[config.mk]
export PLATFORM = sky130hd
export DESIGN_NAME = m2p_oin_indication_ser
export DESIGN_NICKNAME = d
export VERILOG_FILES = /design/src/rtl/oin_portal_pkg.sv /design/src/rtl/m2p_oin_indication_ser.sv
export SDC_FILE = /design/constraint.sdc
export NUM_CORES = 1
export LEC_CHECK = 0
export BUFFER_PORTS_ARGS = -buffer_cell sky130_fd_sc_hd__buf_4
export CAP_MARGIN = 5
export CORE_MARGIN = 4
export CORE_UTILIZATION = 35
export DETAILED_ROUTE_END_ITERATION = 16
export GPL_TIMING_DRIVEN = 0
export PLACE_DENSITY_LB_ADDON = 0.08
export SLEW_MARGIN = 0
export SYNTH_ARGS = -nofsm -noshare
export SYNTH_HDL_FRONTEND = slang
export SYNTH_SLANG_ARGS = --single-unit
[constraint.sdc]
create_clock -name CLK -period 5.8 [get_ports CLK]
set_input_delay 0.29 -clock CLK [delete_from_list [all_inputs] [get_ports CLK]]
set_output_delay 0.29 -clock CLK [all_outputs]
set_load 0.03 [all_outputs]
[src/rtl/oin_portal_pkg.sv]
// oin_portal_pkg: Oin portal framing constants and types.
// The indication serializer and the request decoder both import this package.
package oin_portal_pkg;
  localparam logic [15:0] OIN_IND_HEARD = 16'd0;
  localparam logic [15:0] OIN_REQ_SAY   = 16'd0;
  localparam int HDR_ID_W      = 16;
  localparam int HDR_SEQ_W     = 8;
  localparam int HDR_LEN_W     = 8;
  localparam int OIN_PAY_WIDTH = 128;
  typedef enum logic {IDLE, SEND} state_e;
endpackage

[src/rtl/m2p_oin_indication_ser.sv]
// m2p_oin_indication_ser: frames heard(v) calls as a header beat plus payload beats on the enq pipe.
// The argument register shifts down one beat per payload beat, so the beat mux stays a two-way choice.
module m2p_oin_indication_ser
  import oin_portal_pkg::*;
#(
  parameter int                    ARG_WIDTH = 32,
  parameter int                    PAY_WIDTH = OIN_PAY_WIDTH,
  parameter int                    OUT_WIDTH = 32,
  parameter logic [HDR_ID_W-1:0]   METHOD_ID = OIN_IND_HEARD
) (
  input  logic                 CLK,
  input  logic                 RST,
  input  logic                 heard__ENA,
  input  logic [ARG_WIDTH-1:0] heard_v,
  output logic                 heard__RDY,
  output logic                 pipe_enq__ENA,
  output logic [OUT_WIDTH-1:0] pipe_enq_v,
  input  logic                 pipe_enq__RDY
);
  localparam int NPAY   = PAY_WIDTH / OUT_WIDTH;
  localparam int NBEATS = NPAY + 1;
  localparam int BW     = $clog2(NBEATS);
  localparam logic [HDR_LEN_W-1:0] LEN = HDR_LEN_W'(NPAY);
  state_e                 state_q, state_d;
  logic [BW-1:0]          beat_q, beat_d;
  logic [HDR_SEQ_W-1:0]   seq_q, seq_d;
  logic [PAY_WIDTH-1:0]   arg_q, arg_d;
  logic                   last;
  assign last = beat_q == BW'(NBEATS - 1);
  always_comb begin
    state_d = state_q;
    beat_d = beat_q;
    seq_d = seq_q;
    arg_d = arg_q;
    heard__RDY = state_q == IDLE;
    pipe_enq__ENA = state_q == SEND && pipe_enq__RDY;
    pipe_enq_v = state_q == IDLE ? '0 :
                 beat_q == '0 ? OUT_WIDTH'({METHOD_ID, seq_q, LEN}) : arg_q[OUT_WIDTH-1:0];
    if (state_q == IDLE && heard__ENA) begin
      state_d = SEND;
      beat_d = '0;
      arg_d = PAY_WIDTH'(heard_v);
    end
    if (pipe_enq__ENA) begin
      beat_d = last ? '0 : beat_q + 1'b1;
      if (beat_q != '0) arg_d = arg_q >> OUT_WIDTH;
      if (last) begin
        state_d = IDLE;
        seq_d = seq_q + 1'b1;
      end
    end
  end
  always_ff @(posedge CLK or posedge RST) begin
    if (RST) begin
      state_q <= IDLE;
      beat_q <= '0;
      seq_q <= '0;
      arg_q <= '0;
    end else begin
      state_q <= state_d;
      beat_q <= beat_d;
      seq_q <= seq_d;
      arg_q <= arg_d;
    end
  end
  // A call strobe while busy is ignored by the FSM; flag it in simulation.
  heard_ena_while_busy: assert property (@(posedge CLK) disable iff (RST) heard__ENA |-> heard__RDY);
endmodule
==> results of run 1 <==
cell usage in the layout, fill, tap and decap left out, types with 5 or more instances in the layout:
master / instances
a21oi_1: 10
and3_1: 53
buf_12: 5
buf_2: 24
buf_4: 75
buf_6: 7
clkbuf_1: 10
clkbuf_16: 17
clkbuf_2: 6
dfrtp_1: 140
mux2i_1: 33
nand2_1: 86
nand3_1: 100
o21ai_0: 38
o21ai_1: 20
o21ai_2: 40
xnor2_1: 6
power groups by stage:
stage | clock network (uW) | registers (uW) | logic (uW)
after global routing | 1180 | 1080 | 1060
final | 1110 | 1070 | 958
after detailed placement | 0 | 1090 | 978
after global placement | 0 | 1090 | 963
after floorplan | 0 | 1080 | 666
after CTS | 1140 | 1070 | 980
path summary, 6_finish.rpt:
kind                             from             to  slack, ns  depth (start not counted)
setup / recovery            beat_q[0]  pipe_enq_v[8]       3.30                          8
hold / removal             heard__ENA      beat_q[0]        0.1                          2
setup reg to reg            beat_q[0]      arg_q[33]       4.17                          6
hold reg to reg              seq_q[7]       seq_q[7]       0.49                          1
max in group asynchronous         RST      arg_q[15]       4.52                          4
min in group asynchronous         RST      arg_q[67]       0.51                          3
through the flow:
| stage | util [%] | worst slack, ns | total power, uW | instance area (um^2) |
|---|---|---|---|---|
| 5_1_grt | 43.6 | 3.15 | 3320 | 7840 |
| 4_1_cts | 43.6 | 3.26 | 3190 | 7840 |
| 2_1_floorplan | - | 1.76 | 1750 | 6390 |
| 3_3_place_gp | 40.0 | 0.136 | 2050 | 7190 |
| 6_report | 43.6 | 3.30 | 3140 | 7840 |
| 3_5_place_dp | 40.2 | 3.72 | 2070 | 7220 |
state kept, by name (all words and copies together) (netlist names):
register,flops
arg_q,128
seq_q,8
beat_q,3
state_q,1
cell type report:
cell class              instances  area [um^2]
fillers                      1742        10100
flip-flops and latches        140         3500
multi-input cells             409         2430
repair buffers                 71          556
clock buffers                  25          495
plain buffers                  58          438
well taps                     229          287
clock inverters                 7          110
inverters                       5         23.8
worst max-delay path, cell delays in order, from the launching register on:
cell      delay [ns]
dfrtp_1         0.42
inv_1           0.06
ha_1            0.27
nand2b_4        0.13
buf_8           0.14
buf_2           0.31
nand2_1         0.09
a21oi_1         0.18
buf_4           0.19
metal layers:
metal / track usage [%] / routed length, um
met1: 22.8 / 7380
met2: 26.5 / 7650
met3: 3.11 / 769
met4: 6.10 / 257
met5: 0 / 0
cells by family (layout without fill, tap and decap cells):
logic type	count (synthesis)	in the layout	share of synthesized area, %
buffers and inverters	63	166	7.15
adders and majority gates	3	3	0.588
and+or+nand+nor	255	255	20.1
AOI/OAI and AO/OA	110	110	11.0
muxes	34	34	5.35
xor gates and xnor gates	7	7	0.960
DFF	140	140	54.8
==> flow_summary_export.csv, run 1 <==
group,metric,value,unit
finish,diodes,0,
clocking,clockRootBuffer,"clkbuf_16",
timing,fmax,0.400,GHz
timing,whs,0.0964,ns
synth,synthArstFlopShare,100,%
route,vias,4735,
timing,relSlewSlack,60.1,%
power_and_ir_drop,combPwrFrac,30.5,%
timing,finalCriticalPeriod,2.50,ns
place,port-buffer-count,69,
global_routing,grt_pass1_wl,26.4,mm
synth,yosys.area.top_type_share,54.8,%
synth,yosysWarningCount,0,
run_status,status,"complete, no violations",
min_path,hp-class,"in -> reg",
global_routing,grt_usage,16.7,%
synth,syn_area,6390,um^2
critical_path,start_kind,"flip-flop",
timing,min_period_over_period,43.1,%
power_and_ir_drop,powerDensity,401,nW/um^2
route,drcViolationCount,0,
synth,syn_avg_cell_area,10.4,um^2
power_and_ir_drop,leakage,0.00398,uW
floorplanning,die_height,143,um
critical_path,arrival,2.21,ns
floorplanning,die_x,143,um
global_routing,grt_antenna_before_repair,0,
route,firstDrtPassIters,5,
clocking,cts_resized,0,
power_and_ir_drop,peakVddDrop,0.268,mV
critical_path,cp_max_fo,10,
finish,finalNetCount,741,
floorplanning,dieArea,20500,um^2
power_and_ir_drop,switching_share,34.0,%
floorplanning,io-pin-count,70,
timing,tightest_slew,0.599,ns
floorplanning,initial_core_util,35.6,%
critical_path,cp-end-kind,"primary output",
route,antenna_left,0,
power_and_ir_drop,p_int,2070,uW
synth,synthTopCellsByArea,"dfrtp_1 (55%), nand3_1 (7.8%), o21ai_2 (5.5%)",
clocking,cts_tree,"done",
power_and_ir_drop,clkPwrFrac,35.4,%
synth,synth_commonest_cells,"dfrtp_1 (140), nand3_1 (100), nand2_1 (86), and3_1 (53), o21ai_2 (40)",
place,gp_congestion,0.757,
global_routing,grt_max_degree,79,
timing,setup-violations-final,0,
timing,timing.final.hold_violations,0,
clocking,clkLatencyLatePin,0.42,ns
synth,syn_inst,612,
floorplanning,row_count,49,
route,avgRoutedWirePerCell,17.0,um
route,wirelength,16.1,mm
synth,ys_seq_elements,140,
route,drt-initial-drc-count,167,
power_and_ir_drop,p_seq_share,34.2,%
global_routing,grt.overflow.total,0,
place,dp_hpwl,11.4,mm
critical_path,worstPathRequired,5.51,ns
timing,slew_viol_final,0,
clocking,clk_pin_slew_worst_paths,0.05,ns
clocking,clk_path_buf_depth,2,
finish,area_growth,22.7,%
synth,synth_cell_types,35,
clocking,cts_made_buffers,17,
synth,synth-edff-count,0,
clocking,cts_hold_buffers,1,
flow_run,drv_cap,0,
global_routing,grt_pass1_vias,4943,
synth,yosysMostFrequentCell,"dfrtp_1",
clocking,clock_sink_count,140,
power_and_ir_drop,p_sw,1070,uW
timing,tns,0,ns
place,place_inst,911,
synth,ys_seq_area_share,54.8,%
synth,yosysTopAreaCell,"dfrtp_1",
timing,rsz0062_at_grt,"false",
clocking,htree_levels,4,
critical_path,critical_path_class,"reg -> out",
route,viasPerCell,5.02,
synth,synthFlopType,"dfrtp_1",
timing,fin_skew,0.00622,ns
finish,layoutNonFillerInstCount,944,
finish,drive_above_1_share,28.0,%
synth,synth_nets,651,
floorplanning,core_area,18000,um^2
clocking,cts_setup_buffers,0,
(Power assumes the default switching activity.)
==> inputs of run 2 (changes only) <==
--- a/config.mk
+++ b/config.mk
@@ -5,6 +5,7 @@
 export SDC_FILE = /design/constraint.sdc
 export NUM_CORES = 1
 export LEC_CHECK = 0
+export ABC_AREA = 1
 export BUFFER_PORTS_ARGS = -buffer_cell sky130_fd_sc_hd__buf_4
 export CAP_MARGIN = 5
 export CORE_MARGIN = 4
==> constraint.sdc (replaced) <==
create_clock -name CLK -period 2.3 [get_ports CLK]
set_input_delay 0.115 -clock CLK [delete_from_list [all_inputs] [get_ports CLK]]
set_output_delay 0.115 -clock CLK [all_outputs]
set_load 0.03 [all_outputs]
==> run 2 against run 1 <==
Global-route usage decreased by 1.3 points. Clock skew increased by 0.0024 ns. Critical path depth unchanged. Via count decreased by 0.91%. Worst setup slack got worse by 3.1 ns. Sequential share of layout area increased by 1.8 points. Largest cell class unchanged. Highest routed layer is now met5.
==> flow_summary_export.csv, run 2 <==
group,metric,value,unit
floorplanning,core_area,16800,um^2
critical_path,cp_max_fo,10,
finish,drive_above_1_share,18.0,%
finish,finalInstanceArea,7530,um^2
finish,mostFrequentLayoutCells,"nand2_1 (152), dfrtp_1 (140), inv_1 (102)",
power_and_ir_drop,clkPwrFrac,26.3,%
critical_path,critical_path_class,"reg -> out",
route,vias,4692,
synth,synth_commonest_cells,"nand2_1 (152), dfrtp_1 (140), inv_1 (103), nand3_1 (100), o21ai_1 (46)",
clocking,cts_made_buffers,17,
timing,rsz0062_at_grt,"false",
power_and_ir_drop,combPwrFrac,41.9,%
timing,timing.final.hold_violations,0,
timing,relSlewSlack,46.7,%
power_and_ir_drop,leakage,0.00392,uW
clocking,clk_path_buf_depth,2,
min_path,hold_depth,5,
finish,regMostFlops,"arg_q",
synth,synth-xor-area-share,0.724,%
synth,synthFlopType,"dfrtp_1",
clocking,clkLatencyLatePin,0.41,ns
critical_path,rr_worst_depth,7,
timing,slew_viol_final,0,
power_and_ir_drop,switching_share,40.8,%
critical_path,path_cells,"inv_1 -> ha_1 -> nand2_2 -> inv_1 -> clkbuf_4 -> o21ai_0 -> a21oi_1 -> buf_4",
synth,synth_top_family_by_area,"simple AND/OR/NAND/NOR gates",
finish,area_growth,24.4,%
global_routing,grt_max_degree,40,
global_routing,grt_pass1_wl,24.0,mm
finish,layout_commonest_cell,"nand2_1",
critical_path,rrSetupSlack,0.71,ns
clocking,cts_setup_buffers,0,
clocking,cts_tree,"done",
synth,synth_cell_types,22,
global_routing,grt.overflow.total,0,
synth,ys_seq_area_share,57.9,%
finish,finalNetCount,839,
synth,synth_compound_area_share,6.95,%
finish,diodes,0,
floorplanning,row_count,47,
synth,synth_simple_gate_area_share,23.1,%
global_routing,grt_usage,15.4,%
place,dpl_cell_area,6910,um^2
route,drt-initial-drc-count,276,
floorplanning,io-pin-count,70,
critical_path,r2r-start,"beat_q[0]",
global_routing,grt_antenna_before_repair,1,
power_and_ir_drop,powerDensity,1270,nW/um^2
critical_path,path_buf_inv,4,
synth,syn_avg_cell_area,8.61,um^2
place,gp_congestion,0.771,
finish,top_regs,"arg_q (128), seq_q (8), beat_q (3)",
critical_path,cp-end-kind,"primary output",
synth,synth-edff-count,0,
critical_path,r2r_end,"seq_q[2]",
run_status,status,"complete, no violations",
clocking,clk_pin_slew_worst_paths,0.06,ns
place,dp_hpwl,10.8,mm
route,avgRoutedWirePerCell,13.9,um
power_and_ir_drop,p_int,5680,uW
route,antenna_left,0,
synth,synthArstFlopShare,100,%
synth,yosysWarningCount,0,
route,drcViolationCount,0,
min_path,hp-start,"heard_v[23]",
synth,yosysTopAreaCell,"dfrtp_1",
synth,synthTopCellsByArea,"dfrtp_1 (58%), nand2_1 (9.4%), nand3_1 (8.3%)",
power_and_ir_drop,peakVddDrop,0.621,mV
clocking,clockRootBuffer,"clkbuf_16",
power_and_ir_drop,p_sw,3920,uW
synth,muxShareOfSynthArea,0,%
flow_run,drv_cap,0,
global_routing,grt_pass1_vias,4703,
timing,fmax,0.471,GHz
place,port-buffer-count,69,
finish,largest_reg_flops,128,
synth,yosysMostFrequentCell,"nand2_1",
critical_path,crit_top_cell,"inv_1",
timing,finalCriticalPeriod,2.12,ns
floorplanning,initial_core_util,36.1,%
synth,syn_area,6050,um^2
floorplanning,dieArea,19500,um^2
synth,syn_inst,703,
route,firstDrtPassIters,5,
timing,whs,0.0128,ns
floorplanning,die_x,139,um
floorplanning,die_height,139,um
route,viasPerCell,4.54,
min_path,hp-class,"in -> reg",
critical_path,worstPathRequired,2.18,ns
timing,setup-violations-final,0,
timing,min_period_over_period,92.3,%
critical_path,cp_top_family,"buffers and inverters",
clocking,clock_sink_count,140,
synth,synth_nets,742,
synth,ys_seq_elements,140,
timing,fin_skew,0.00857,ns
timing,tightest_slew,0.797,ns
min_path,hold_end,"arg_q[23]",
critical_path,arrival,2.01,ns
power_and_ir_drop,p_seq_share,31.8,%
finish,num-fill-cells,1671,
route,wirelength,14.4,mm
synth,synthAdderAreaFrac,0.620,%
clocking,htree_levels,4,
critical_path,crit_path_max_incr_delay,0.38,ns
critical_path,start_kind,"flip-flop",
critical_path,slowest_stage,"dfrtp_1",
synth,yosys.area.top_type_share,57.9,%
[run 2: cell count changes after synthesis, moves of 5 or more]
cell      delta
inv_1       +98
buf_12       -5
xnor2_1      -6
and3_1      -53
nor2_1      +29
clkbuf_2     -6
o21ai_0      -9
nor3_1      +31
o21ai_2     -40
nand2_1     +66
o21ai_1     +26
mux2i_1     -33
[run 2: power groups by stage]
stage / Clock [uW] / Combinational (uW) / Sequential (uW)
3_5_place_dp: 0 / 4060 / 3090
6_report: 2530 / 4020 / 3050
5_1_grt: 2710 / 4460 / 3100
2_1_floorplan: 0 / 2790 / 3040
4_1_cts: 2600 / 4080 / 3050
3_3_place_gp: 0 / 4000 / 3090
[run 2: repair_timing]
item,4_1_cts,5_1_grt
resized for setup,0,3
endpoints found under the hold margin,41,0
endpoints found under the setup margin,0,11
hold buffers,6,0
[run 2: kinds of logic after synthesis]
logic type,after synthesis
buffers and inverters,150
XOR/XNOR,5
AND/OR/NAND/NOR,321
adder cells (fa/ha/maj),3
AO/OA/AOI/OAI,84
flip-flops,140
[run 2: tightest hold or removal path: stages]
cell and delay, ns:
buf_4 0.08, nand2_1 0.04, nand3_1 0.06, o21ai_1 0.05, inv_1 0.04
[run 2: through the flow]
step | total power, uW | util, % | std cells | worst slack (ns) | setup TNS, ns
2_1_floorplan | 5830 | - | 703 | 0.436 | 0
3_3_place_gp | 7080 | 40.9 | 992 | -0.436 | -59.76
3_5_place_dp | 7150 | 41.2 | 995 | 0.466 | 0
4_1_cts | 9720 | 44.9 | 1033 | 0.0151 | 0
5_1_grt | 10300 | 44.9 | 1033 | 0.000502 | 0
6_report | 9600 | 44.9 | 1033 | 0.178 | 0
[run 2: area by class of cell]
cell class              instances  area (um^2)  share of cell area (%)
plain buffers                  45          258                    3.42
clock buffers                  19          453                    6.02
clock inverters                13          105                    1.40
inverters                     105          398                    5.28
multi-input cells             413         1900                    25.2
flip-flops and latches        140         3500                    46.5
well taps                     220          275                    3.66
repair buffers                 78          638                    8.47
[run 2: layer usage]
| metal | routed length (um) | vias to the layer above | share of wire (%) | GRT usage, % |
|---|---|---|---|---|
| met3 | 592 | 17 | 4.1 | 3.19 |
| met1 | 6890 | 2189 | 48 | 21.6 |
| li1 | - | 2411 | - | - |
| met4 | 215 | 2 | 1.5 | 5.41 |
| met5 | 7 | - | 0.049 | 0 |
| met2 | 6690 | 73 | 46 | 23.7 |
[run 2: worst max-delay path by stage]
stage / start / end / slack [ns] / depth (start not counted)
after CTS: beat_q[0] / pipe_enq_v[3] / 0.02 / 7
after global placement: RST / arg_q[28] / -0.44 / 2
after detailed placement: beat_q[0] / pipe_enq_v[3] / 0.47 / 7
after floorplan: RST / arg_q[0] / 0.44 / 1
after global routing: beat_q[1] / pipe_enq_v[15] / 0.0005 / 8
final: beat_q[0] / pipe_enq_v[15] / 0.18 / 8
==> inputs of run 3 (changes only) <==
--- a/config.mk
+++ b/config.mk
@@ -9,7 +9,7 @@
 export BUFFER_PORTS_ARGS = -buffer_cell sky130_fd_sc_hd__buf_4
 export CAP_MARGIN = 5
 export CORE_MARGIN = 4
-export CORE_UTILIZATION = 35
+export CORE_UTILIZATION = 55
 export DETAILED_ROUTE_END_ITERATION = 16
 export GPL_TIMING_DRIVEN = 0
 export PLACE_DENSITY_LB_ADDON = 0.08
==> constraint.sdc (replaced) <==
create_clock -name CLK -period 2.3 [get_ports CLK]
set_input_delay 0.115 -clock CLK [delete_from_list [all_inputs] [get_ports CLK]]
set_output_delay 0.115 -clock CLK [all_outputs]
set_load 0.05 [all_outputs]
==> run 3 against run 2 <==
Sequential cell count unchanged. Wire length down 3.2%. Core utilization up 27 points. Register-to-register slack worse by 0.02 ns. Die area down 35%. Final cell count down 4.8%. Clock-buffer cell count unchanged. Combinational power up 19%. Clock power up 8.7%.
==> flow_summary_export.csv, run 3 (synthesized netlist as in run 2, its figures left out) <==
group,metric,value,unit
power_and_ir_drop,switching_share,43.3,%
critical_path,start_kind,"flip-flop",
finish,layout_commonest_cell,"nand2_1",
critical_path,cp_max_fo,10,
timing,slew_viol_final,0,
global_routing,grt_usage,23.1,%
floorplanning,dieArea,12700,um^2
floorplanning,die_x,113,um
place,port-buffer-count,69,
finish,finalInstanceArea,7790,um^2
power_and_ir_drop,peakVddDrop,1.21,mV
power_and_ir_drop,combPwrFrac,45.1,%
route,vias,4935,
floorplanning,io-pin-count,70,
critical_path,cp_top_family,"buffers and inverters",
clocking,cts_setup_buffers,0,
clocking,cts_made_buffers,17,
critical_path,r2r-start,"beat_q[0]",
timing,fin_skew,0.00998,ns
global_routing,grt_pass1_wl,23.5,mm
finish,top_regs,"arg_q (128), seq_q (8), beat_q (3)",
finish,largest_reg_flops,128,
finish,regMostFlops,"arg_q",
critical_path,critical_path_class,"reg -> out",
critical_path,slowest_stage,"dfrtp_1",
power_and_ir_drop,powerDensity,1360,nW/um^2
timing,fmax,0.459,GHz
critical_path,cp-end-kind,"primary output",
clocking,htree_levels,4,
power_and_ir_drop,leakage,0.00409,uW
timing,setup-violations-final,0,
timing,tightest_slew,0.592,ns
clocking,cts_tree,"done",
route,wirelength,13.9,mm
place,dpl_cell_area,6830,um^2
floorplanning,die_height,113,um
power_and_ir_drop,p_int,5990,uW
place,gp_congestion,0.790,
critical_path,worstPathRequired,2.18,ns
finish,area_growth,28.7,%
power_and_ir_drop,p_seq_share,28.9,%
finish,drive_above_1_share,17.6,%
clocking,clockRootBuffer,"clkbuf_8",
finish,mostFrequentLayoutCells,"nand2_1 (152), dfrtp_1 (140), inv_1 (101)",
clocking,clk_path_buf_depth,2,
global_routing,grt_pass1_vias,4909,
finish,diodes,0,
flow_run,drv_cap,0,
global_routing,grt_max_degree,33,
critical_path,path_cells,"inv_1 -> ha_1 -> nand2_2 -> nand2_1 -> clkbuf_4 -> nor2_1 -> buf_6",
timing,relSlewSlack,60.4,%
place,dp_hpwl,9.73,mm
route,drt-initial-drc-count,378,
finish,postLayoutCoreUtil,72.2,%
power_and_ir_drop,p_sw,4580,uW
clocking,clkLatencyLatePin,0.53,ns
route,drcViolationCount,0,
critical_path,rr_worst_depth,8,
power_and_ir_drop,clkPwrFrac,26.0,%
timing,finalCriticalPeriod,2.18,ns
global_routing,grt_antenna_before_repair,0,
timing,min_period_over_period,94.8,%
floorplanning,initial_core_util,56.1,%
global_routing,grt.overflow.total,0,
timing,timing.final.hold_violations,0,
clocking,clk_pin_slew_worst_paths,0.06,ns
floorplanning,row_count,38,
run_status,status,"complete, no violations",
critical_path,arrival,2.06,ns
timing,tns,0,ns
clocking,clock_sink_count,140,
route,viasPerCell,5.02,
critical_path,path_buf_inv,3,
floorplanning,core_area,10800,um^2
route,antenna_left,0,
power_and_ir_drop,p_total,10600,uW
min_path,hp-class,"in -> async",
finish,finalNetCount,869,
route,avgRoutedWirePerCell,14.2,um
critical_path,r2r_end,"seq_q[5]",
route,firstDrtPassIters,7,
critical_path,rrSetupSlack,0.69,ns
critical_path,crit_path_max_incr_delay,0.36,ns
-- run 3: changes by cell type in the layout (fill, tap and decap cells not counted), moves of 2 or more --
cell           delta
dlygate4sd3_1    +29
inv_6             -4
bufinv_16         +3
buf_6             +2
clkinv_2          +3
clkinvlp_4        -4
-- run 3: cell type report --
cell class,instances,area [um^2]
repair buffers,108,952
well taps,140,175
inverters,105,398
clock buffers,19,432
multi-input cells,413,1900
flip-flops and latches,140,3500
clock inverters,13,165
fillers,808,3000
plain buffers,45,265
-- run 3: worst reg2reg max path, stage by stage, from the launching register on --
cell and delay, ns:
dfrtp_1 0.39, inv_1 0.10, ha_1 0.19, nand2_1 0.10, nor2_1 0.22, buf_2 0.26, nand3b_1 0.10, nand2_1 0.08
nand2_1 0.06
-- run 3: what timing repair did --
item	CTS	global route
gates resized for setup	4	5
setup endpoints to repair	13	12
hold endpoints to repair	63	0
hold buffers	35	0
-- run 3: power by group through the flow --
| stage | Combinational (uW) | Sequential [uW] | Clock, uW |
|---|---|---|---|
| after floorplan | 3440 | 3040 | 0 |
| after global placement | 4550 | 3080 | 0 |
| after detailed placement | 4660 | 3090 | 0 |
| after CTS | 4740 | 3050 | 2770 |
| after global routing | 5170 | 3100 | 2890 |
| final | 4770 | 3050 | 2750 |
-- run 3: metrics by stage --
stage,setup WS [ns],std cells,hold slack (ns)
2_1_floorplan,0.319,703,0.321
3_3_place_gp,-0.336,912,0.421
3_5_place_dp,0.462,916,0.219
4_1_cts,0.0446,983,0.209
5_1_grt,-0.00805,983,0.264
6_report,0.121,983,0.205
-- run 3: how the worst max path moves through the flow --
stage,end,depth (start not counted),slack (ns),from
5_1_grt,pipe_enq_v[20],7,-0.008,beat_q[0]
6_report,pipe_enq_v[20],7,0.12,beat_q[0]
2_1_floorplan,pipe_enq_v[15],7,0.32,beat_q[0]
3_5_place_dp,pipe_enq_v[3],7,0.46,beat_q[0]
3_3_place_gp,arg_q[25],2,-0.34,RST
4_1_cts,pipe_enq_v[15],8,0.04,beat_q[0]
-- run 3: per-layer routing --
metal	routed length [um]	vias up	part of all wire (%)	track usage (%)
met3	685	15	4.9	5.29
met5	0	-	0	0
met4	212	0	1.5	8.17
met2	6560	120	47	36.5
met1	6470	2315	46	31.7
li1	-	2485	-	-
